$ cat src/rtl/btn_pkg.sv
// Shared types and default timing for the push-button conditioner.
// Repeat-FSM encoding is fixed so the unused code 2'd3 recovers to idle.
package btn_pkg;

    typedef enum logic [1:0] {
        StIdle   = 2'd0,
        StDelay  = 2'd1,
        StRepeat = 2'd2,
        StRsvd   = 2'd3
    } rpt_state_e;

    localparam int unsigned DefNBtn        = 7;
    localparam int unsigned DefSampleDiv   = 100000;
    localparam int unsigned DefDbLen       = 4;
    localparam int unsigned DefRepeatDelay = 500;
    localparam int unsigned DefRepeatRate  = 100;
    localparam logic [6:0]  DefRepeatMask  = 7'b0011000;

    function automatic int unsigned max_u(input int unsigned a, input int unsigned b);
        return (a > b) ? a : b;
    endfunction

    // Counter width for values 0..n-1, never narrower than one bit.
    function automatic int unsigned cnt_width(input int unsigned n);
        return (n < 2) ? 1 : $clog2(n);
    endfunction

endpackage

$ cat src/rtl/btn_lane.sv
// One button lane: 2-flop synchronizer, tick-sampled debounce, press pulse and
// optional hold-to-repeat FSM. All outputs are registered.
module btn_lane
    import btn_pkg::*;
#(
    parameter int unsigned DB_LEN       = DefDbLen,
    parameter int unsigned REPEAT_DELAY = DefRepeatDelay,
    parameter int unsigned REPEAT_RATE  = DefRepeatRate,
    parameter bit          REPEAT_EN    = 1'b0
) (
    input  logic clk,
    input  logic rst,
    input  logic tick_i,
    input  logic raw_i,
    output logic level_o,
    output logic pulse_o
);

    localparam int unsigned RcntW = cnt_width(max_u(REPEAT_DELAY, REPEAT_RATE));
    localparam logic [RcntW-1:0] DelayLast = RcntW'(REPEAT_DELAY - 1);
    localparam logic [RcntW-1:0] RateLast  = RcntW'(REPEAT_RATE - 1);

    if (DB_LEN < 2) begin : g_bad_db_len
        $error("btn_lane: DB_LEN must be at least 2");
    end
    if (REPEAT_DELAY < 1 || REPEAT_RATE < 1) begin : g_bad_repeat
        $error("btn_lane: REPEAT_DELAY and REPEAT_RATE must be at least 1");
    end

    logic                sync1_q, sync2_q;
    // Only the older DB_LEN-1 samples are stored; the newest is sync2_q itself.
    logic [DB_LEN-2:0]   hist_q, hist_d;
    logic [DB_LEN-1:0]   window;
    logic                level_q, level_d;
    logic                rise, fall;
    logic                pulse_q;
    rpt_state_e          state_q;
    logic [RcntW-1:0]    rcnt_q;

    always_comb begin
        window  = {hist_q, sync2_q};
        hist_d  = hist_q;
        level_d = level_q;
        if (tick_i) begin
            hist_d = window[DB_LEN-2:0];
            if (&window) begin
                level_d = 1'b1;
            end else if (~|window) begin
                level_d = 1'b0;
            end
        end
        rise = level_d & ~level_q;
        fall = ~level_d & level_q;
    end

    always_ff @(posedge clk) begin
        if (!rst) begin
            sync1_q <= 1'b0;
            sync2_q <= 1'b0;
            hist_q  <= '0;
            level_q <= 1'b0;
        end else begin
            sync1_q <= raw_i;
            sync2_q <= sync1_q;
            hist_q  <= hist_d;
            level_q <= level_d;
        end
    end

    // Repeat FSM; the pulse register is shared with the press pulse.
    always_ff @(posedge clk) begin
        if (!rst) begin
            state_q <= StIdle;
            rcnt_q  <= '0;
            pulse_q <= 1'b0;
        end else begin
            pulse_q <= rise;
            if (!REPEAT_EN || fall) begin
                // A release wins over a coincident repeat threshold.
                state_q <= StIdle;
                rcnt_q  <= '0;
            end else begin
                case (state_q)
                    StIdle: begin
                        if (rise) begin
                            state_q <= StDelay;
                            rcnt_q  <= '0;
                        end
                    end
                    StDelay: begin
                        if (tick_i) begin
                            if (rcnt_q == DelayLast) begin
                                pulse_q <= 1'b1;
                                state_q <= StRepeat;
                                rcnt_q  <= '0;
                            end else begin
                                rcnt_q <= rcnt_q + 1'b1;
                            end
                        end
                    end
                    StRepeat: begin
                        if (tick_i) begin
                            if (rcnt_q == RateLast) begin
                                pulse_q <= 1'b1;
                                rcnt_q  <= '0;
                            end else begin
                                rcnt_q <= rcnt_q + 1'b1;
                            end
                        end
                    end
                    default: begin
                        state_q <= StIdle;
                        rcnt_q  <= '0;
                    end
                endcase
            end
        end
    end

    assign level_o = level_q;
    assign pulse_o = pulse_q;

endmodule

$ cat src/rtl/btn_conditioner.sv
// Push-button input conditioning: shared debounce sample tick plus one
// independent btn_lane per button.
module btn_conditioner
    import btn_pkg::*;
#(
    parameter int unsigned       N_BTN        = DefNBtn,
    parameter int unsigned       SAMPLE_DIV   = DefSampleDiv,
    parameter int unsigned       DB_LEN       = DefDbLen,
    parameter logic [N_BTN-1:0]  REPEAT_MASK  = N_BTN'(DefRepeatMask),
    parameter int unsigned       REPEAT_DELAY = DefRepeatDelay,
    parameter int unsigned       REPEAT_RATE  = DefRepeatRate
) (
    input  logic             clk,
    input  logic             rst,
    input  logic [N_BTN-1:0] btn_raw,
    output logic [N_BTN-1:0] btn_level,
    output logic [N_BTN-1:0] btn_pulse
);

    localparam int unsigned TickW = cnt_width(SAMPLE_DIV);
    localparam logic [TickW-1:0] TickLast = TickW'(SAMPLE_DIV - 1);

    if (SAMPLE_DIV < 2) begin : g_bad_sample_div
        $error("btn_conditioner: SAMPLE_DIV must be at least 2");
    end

    logic [TickW-1:0] tcnt_q, tcnt_d;
    logic             tick;

    always_comb begin
        tick   = (tcnt_q == TickLast);
        tcnt_d = tick ? '0 : tcnt_q + 1'b1;
    end

    always_ff @(posedge clk) begin
        if (!rst) begin
            tcnt_q <= '0;
        end else begin
            tcnt_q <= tcnt_d;
        end
    end

    for (genvar i = 0; i < N_BTN; i++) begin : g_lane
        btn_lane #(
            .DB_LEN       (DB_LEN),
            .REPEAT_DELAY (REPEAT_DELAY),
            .REPEAT_RATE  (REPEAT_RATE),
            .REPEAT_EN    (REPEAT_MASK[i])
        ) u_lane (
            .clk     (clk),
            .rst     (rst),
            .tick_i  (tick),
            .raw_i   (btn_raw[i]),
            .level_o (btn_level[i]),
            .pulse_o (btn_pulse[i])
        );
    end

endmodule

$ cat config.mk
export PLATFORM = sky130hd
export DESIGN_NAME = btn_conditioner
export DESIGN_NICKNAME = d
export VERILOG_FILES = /design/src/rtl/btn_pkg.sv /design/src/rtl/btn_lane.sv /design/src/rtl/btn_conditioner.sv
export SDC_FILE = /design/constraint.sdc
export NUM_CORES = 1
export LEC_CHECK = 0
export ABC_AREA = 0
export CAP_MARGIN = 20
export CORE_MARGIN = 2
export CORE_UTILIZATION = 53
export DETAILED_ROUTE_END_ITERATION = 12
export PLACE_DENSITY = 0.75
export RECOVER_POWER = 50
export SETUP_SLACK_MARGIN = 0.02
export SYNTH_ARGS = -nofsm -noshare
export SYNTH_HDL_FRONTEND = slang
export SYNTH_SLANG_ARGS = --single-unit
$ cat constraint.sdc
create_clock -name clk -period 2.2 [get_ports clk]
set_clock_uncertainty 0.2 [all_clocks]
set_input_delay 0.66 -clock clk [delete_from_list [all_inputs] [get_ports clk]]
set_output_delay 0.66 -clock clk [all_outputs]
set_load 0.02 [all_outputs]
# After elaboration in Yosys (flattened, before gate mapping)
# Cells that the tools add are included.
[op_classes]
addsub = 3
n_eq_ne = 17
muxes = 53
bitwise = 21
reduce_logical = 23
[op_table]
columns = ["operator", "count"]
rows = [
  ["9-bit two-way mux", 10],
  ["9-bit one-hot mux with 3 select lines", 2],
  ["4-bit AND reduction", 9],
  ["1-bit two-way mux", 31],
  ["4-bit OR reduction", 7],
  ["9-bit by 1-bit adder with 9-bit output, second input constant", 2],
  ["9-bit by 7-bit == test with 1-bit output, second input constant", 2],
  ["9-bit == test, second input constant", 2],
  ["17-bit by 1-bit adder with 17-bit output, second input constant", 1],
  ["17-bit == test, second input constant", 1],
  ["2-bit two-way mux", 6],
  ["1-bit NOT", 12],
  ["2-bit one-hot mux with 3 select lines", 2],
  ["1-bit bitwise AND", 9],
  ["2-bit by 1-bit != test with 1-bit output, second input constant", 4],
  ["2-bit != test, second input constant", 4],
  ["3-bit AND reduction", 2],
  ["2-bit OR reduction", 3],
  ["2-bit by 1-bit == test with 1-bit output, second input constant", 2],
  ["2-bit == test, second input constant", 2],
  ["2-bit logical NOT", 2],
  ["1-bit one-hot mux with 2 select lines", 2],
]
[word_totals]
reg_bits = 88
in_bits = 9
output_inout_bits = 14

# Logic depth before layout (Yosys ltp)
[logic_depth]
ltp_word = 9
ltp_mapped = 10
mapped_depth_nobuf = 8

# By module
# Synthesis repeated with hierarchy kept, for this count alone.
[unflattened]
hier_cells = 416
area_unflattened_um2 = 4025.1
[modules_own_cells]
columns = ["module", "n_inst", "cells_each", "area_each_um2", "seq_area_each_um2"]
rows = [
  ["btn_lane (g_lane[0].u_lane ...)", 5, 22, 249.0, 140.1],
  ["btn_lane (g_lane[3].u_lane)", 1, 112, 1024.7, 360.3],
  ["btn_lane (g_lane[4].u_lane)", 1, 107, 967.2, 360.3],
  ["btn_conditioner", 1, 87, 788.3, 340.3],
]

# Worst setup path after synthesis
# Ideal clock, no wire load.
[synth_path]
path_type = "register to register"
from = "register tcnt_q[0]"
to = "register g_lane[4].u_lane.pulse_q"
arrival_ns = 1.897
required_ns = 1.884
slack_ns = -0.013
path_stages_with_launch = 9
path_buffers = 2
path_cell_list = "dfxtp_1 ha_1 and4_1 buf_2 nand4_4 or4_1 o21a_1 buf_2 and3_1"
[synth_via]
elab_chain_len = 7
elab_cells_between_ends = 11
classes_between = "eq/ne (1); mux (7); bitwise (3)"
[synth_rtl]
columns = ["item", "line_no", "rtl"]
rows = [
  ["start, declared", "btn_conditioner.sv:27", "logic [TickW-1:0] tcnt_q, tcnt_d;"],
  ["start signal, assigned", "btn_conditioner.sv:39", "tcnt_q <= tcnt_d;"],
  ["17-bit == test (*)", "btn_conditioner.sv:31", "tick = (tcnt_q == TickLast);"],
  ["1-bit two-way mux", "btn_lane.sv:44", "if (tick_i) begin"],
  ["1-bit bitwise AND", "btn_lane.sv:52", "rise = level_d & ~level_q;"],
  ["1-bit two-way mux, on equally long branches", "btn_lane.sv:103, btn_lane.sv:92", ""],
  ["1-bit two-way mux, on equally long branches", "btn_lane.sv:102, btn_lane.sv:91", ""],
  ["1-bit one-hot mux with 2 select lines", "btn_lane.sv:83", "case (state_q)"],
  ["1-bit two-way mux (*)", "btn_lane.sv:78", "if (!REPEAT_EN || fall) begin"],
  ["end signal, assigned", "btn_lane.sv:77", "pulse_q <= rise;"],
  ["end, declared", "btn_lane.sv:36", "logic pulse_q;"],
]
# Every way passes the cells marked *; elsewhere a longest branch is shown, timed or not.
# A chain may end at the register's enable or synchronous reset.

# Worst setup path after layout
[layout_path]
from = "register tcnt_q[8]"
to = "register g_lane[3].u_lane.rcnt_q[4]"
[layout_via]
elab_chain_len = 5
elab_cells_between_ends = 10
classes_between = "eq/ne (4); mux (1); bitwise (3); reduce/logical (2)"
[layout_rtl]
columns = ["item", "line_no", "rtl"]
rows = [
  ["17-bit == test (*)", "btn_conditioner.sv:31", ""],
  ["1-bit two-way mux", "btn_lane.sv:44", ""],
  ["1-bit bitwise AND or 1-bit NOT (tied branches)", "btn_lane.sv:52, btn_lane.sv:53", ""],
  ["2-bit by 1-bit != test with 1-bit output (no line) or 1-bit bitwise AND (tied branches)", "--", ""],
  ["3-bit AND reduction (no line) or 2-bit OR reduction (tied branches)", "--", ""],
  ["end signal, assigned", "btn_lane.sv:97", "rcnt_q <= rcnt_q + 1'b1;"],
  ["end signal, assigned", "btn_lane.sv:107", "rcnt_q <= rcnt_q + 1'b1;"],
  ["end, declared", "btn_lane.sv:38", "logic [RcntW-1:0] rcnt_q;"],
]
# Marks and branches as above.

==> reports/metrics.yaml <==
status: "finished with violations"
violations: "negative setup slack"
hpwlAfterDp_microns: 5640
slew_headroom_pct: 76.1
hold_class: "reg2reg"
die-area_sq_um: 8420
tritoncts: "done"
final_antenna_net_count: 0
vias: 3421
grtUsageMet2_pct: 36.1
die_x_microns: 91.8
path_clk_slew_ns: 0.10
swShare_pct: 24.2
routed_wl_microns: 8990
crit_arrival_ns: 2.29
tns_ns: -0.131
yosysWarnings: 0
seqPwrFrac_pct: 58.7
fin_util_pct: 66.8
async_flop_share_pct: 0
die_y_microns: 91.8
worstSkewPairLatency_ns: 0.36
post-route-drc-count: 0
grt_pass1_vias: 3213
cts_sinks: 88
cts_buffer_depth: 2
fin_area_sq_um: 5080
drv_cap: 0
nets: 533
min_period_ns: 2.24
fillers: 607
drive_gt1_share_pct: 24.0
htree_num_levels: 3
core_sq_um: 7610
placed_area_sq_um: 4550
synth_cells: 465
critPathKind: "reg2reg"
synth_ff_type: "dfxtp_1"
globalRouteTotalUtil_pct: 20.3
syn_nets: 483
gp_congestion: 0.804
start_kind: "register"
top_usage_layer: "met2"
overflow: 0
p_leak_nw: 1.82
ctsHoldBuffers: 0
pwr-share-comb_pct: 3.5
placedCellCount: 592
synth_edf_count: 0
use_met1_pct: 23.4
ys_types: 49
rrSetupSlack_ns: -0.04
synth_area_sq_um: 4080
pin_count: 23
grtUsageMet3_pct: 5.26
antenna_found_initial: 0
grt_first_pass_wirelength_microns: 14000
diodes: 0
fin_ws_ns: -0.0397
drt_iter0_drc: 146
ys_seq_area_share_pct: 43.1
finalSetupViolCount: 7
power_mw: 2.76
power.share.clock_pct: 37.8
grt_setup_unrepaired: "yes"
path_max_fanout: 5
start_util_pct: 53.7
rows: 32
cts-root-buf: "clkbuf_8"
grt_max_degree: 46
cts_inserted_buffers: 9
vias_per_cell: 5.50
required_ns: 2.25
max-vdd-ir-drop_mv: 0.540
first_pass_iters: 4
io_buffers: 22
drv_slew: 0
drt-wirelength-per-cell_microns: 14.4
tightestPinTransition_ns: 0.357
stdcell_count: 622
area_delta_synth_final_pct: 24.4
dp_slack_ns: -0.0971
ys_seq_elements: 88
internal-power_mw: 2.09
period_share_pct: 102
worst_setup_path_end_kind: "register"
syn_avg_cell_area_sq_um: 8.78
hold_ws_ns: 0.240
max_freq_ghz: 0.446
power_density_nw_per_um2: 543
hold_viol: 0
p_switching_mw: 0.666
[cell families after synthesis]
| logic type | after synthesis | share of synthesized area, % |
|---|---|---|
| simple gates | 214 | 29.0 |
| xor+xnor | 13 | 2.79 |
| buf+inv | 42 | 5.61 |
| mux | 6 | 1.47 |
| compound gates | 93 | 15.3 |
| flops | 88 | 43.1 |
| fa+ha+maj | 9 | 2.76 |
[area by class of cell]
class | instances | area, sq um | area share, %
Clock inverter | 6 | 48.8 | 0.961
Sequential cell | 88 | 1770 | 34.8
Timing Repair Buffer | 74 | 646 | 12.7
Clock buffer | 10 | 128 | 2.51
Multi-Input combinational cell | 335 | 2340 | 46.0
Inverter | 7 | 26.3 | 0.517
Tap cell | 102 | 128 | 2.51
[flip-flops by register name, indices dropped and copies added (netlist names)]
signal,flops
g_lane.u_lane.hist_q,21
g_lane.u_lane.level_o,7
g_lane.u_lane.pulse_o,7
g_lane.u_lane.rcnt_q,18
g_lane.u_lane.state_q,4
g_lane.u_lane.sync1_q,7
g_lane.u_lane.sync2_q,7
tcnt_q,17
[synthesized netlist by cell type, types with 4 or more instances]
| master | instances | area share (%) |
|---|---|---|
| nand2b_1 | 6 | 0.92 |
| mux2i_1 | 6 | 1.5 |
| nor4b_1 | 8 | 1.7 |
| nand3_1 | 20 | 2.5 |
| nand3b_1 | 5 | 0.92 |
| a41oi_1 | 5 | 1.1 |
| inv_1 | 7 | 0.64 |
| or3_1 | 9 | 1.4 |
| or2_2 | 4 | 0.61 |
| buf_4 | 15 | 2.8 |
| ha_1 | 9 | 2.8 |
| and3_1 | 11 | 1.7 |
| a21oi_1 | 26 | 3.2 |
| o21ai_0 | 12 | 1.5 |
| nor3b_1 | 7 | 1.3 |
| nand2_1 | 67 | 6.2 |
| nor2b_1 | 7 | 1.1 |
| xnor2_1 | 6 | 1.3 |
| o21a_1 | 5 | 0.92 |
| and2_1 | 14 | 2.1 |
| buf_2 | 6 | 0.74 |
| o22ai_1 | 10 | 1.5 |
| nor2_1 | 30 | 2.8 |
| dfxtp_1 | 88 | 43 |
| or4_1 | 6 | 1.1 |
| xor2_1 | 7 | 1.5 |
| a21boi_0 | 23 | 4.2 |
| nor3_1 | 4 | 0.49 |
| clkbuf_1 | 13 | 1.2 |
[layer usage]
layer / share of wire, % / up-vias / wire, microns
met3: 3.3 / 6 / 298
met2: 50 / 71 / 4500
met5: 0 / - / 0
met4: 0.93 / 0 / 84
li1: - / 1711 / -
met1: 46 / 1633 / 4100
[worst max-delay path, cell delays in order, from the launching register on]
cell     delay, ns
dfxtp_2       0.34
nor4b_4       0.37
nand4_4       0.16
buf_6         0.16
or4_4         0.46
o21ai_4       0.17
or4b_4        0.18
o22ai_2       0.07
[cell usage in the layout (no fill, tap or decap), types with 6 or more instances in the layout]
cell | synthesis | final
nor3b_2 | 1 | 6
a21oi_1 | 26 | 15
nand2_1 | 67 | 67
a21boi_0 | 23 | 23
and3_1 | 11 | 11
a21oi_2 | 0 | 6
ha_1 | 9 | 8
nor2_1 | 30 | 27
nand3_1 | 20 | 20
clkbuf_8 | 0 | 9
and2_1 | 14 | 11
mux2i_1 | 6 | 6
o21ai_0 | 12 | 9
o22ai_1 | 10 | 8
buf_4 | 15 | 40
or3_1 | 9 | 9
nand2b_1 | 6 | 6
dfxtp_1 | 88 | 85
inv_1 | 7 | 7
nor2b_1 | 7 | 7
buf_6 | 1 | 6
or4_4 | 1 | 7
xnor2_1 | 6 | 6
clkdlybuf4s50_1 | 0 | 9
xor2_1 | 7 | 7
dlygate4sd2_1 | 0 | 8
[what timing repair did]
action / 4_1_cts / 5_1_grt
resized for setup: 31 / 49
setup endpoints to repair: 40 / 37
pin swaps: 9 / 13
buffers inserted: 5 / 7
cloned: 1 / 1
[worst paths after layout]
path	to	start	cells after the start
worst max-delay path	g_lane[3].u_lane.rcnt_q[4]$_SDFFE_PP0P_	tcnt_q[8]$_SDFF_PP0_	7
worst min-delay path	g_lane[0].u_lane.sync2_q$_SDFF_PN0_	g_lane[0].u_lane.sync1_q$_SDFF_PN0_	1
worst max register to register	g_lane[3].u_lane.rcnt_q[4]$_SDFFE_PP0P_	tcnt_q[8]$_SDFF_PP0_	7
worst min register to register	g_lane[0].u_lane.sync2_q$_SDFF_PN0_	g_lane[0].u_lane.sync1_q$_SDFF_PN0_	1
[power groups by stage]
| stage | sequential [mW] | clock [mW] | combinational [mW] |
|---|---|---|---|
| after floorplan | 1.65 | 0 | 0.0445 |
| final | 1.62 | 1.04 | 0.0974 |
| after CTS | 1.62 | 1.07 | 0.0917 |
| after global routing | 1.62 | 1.13 | 0.106 |
| after detailed placement | 1.65 | 0 | 0.0885 |
| after global placement | 1.65 | 0 | 0.0866 |
No activity file was read; power rests on OpenSTA's default activity.
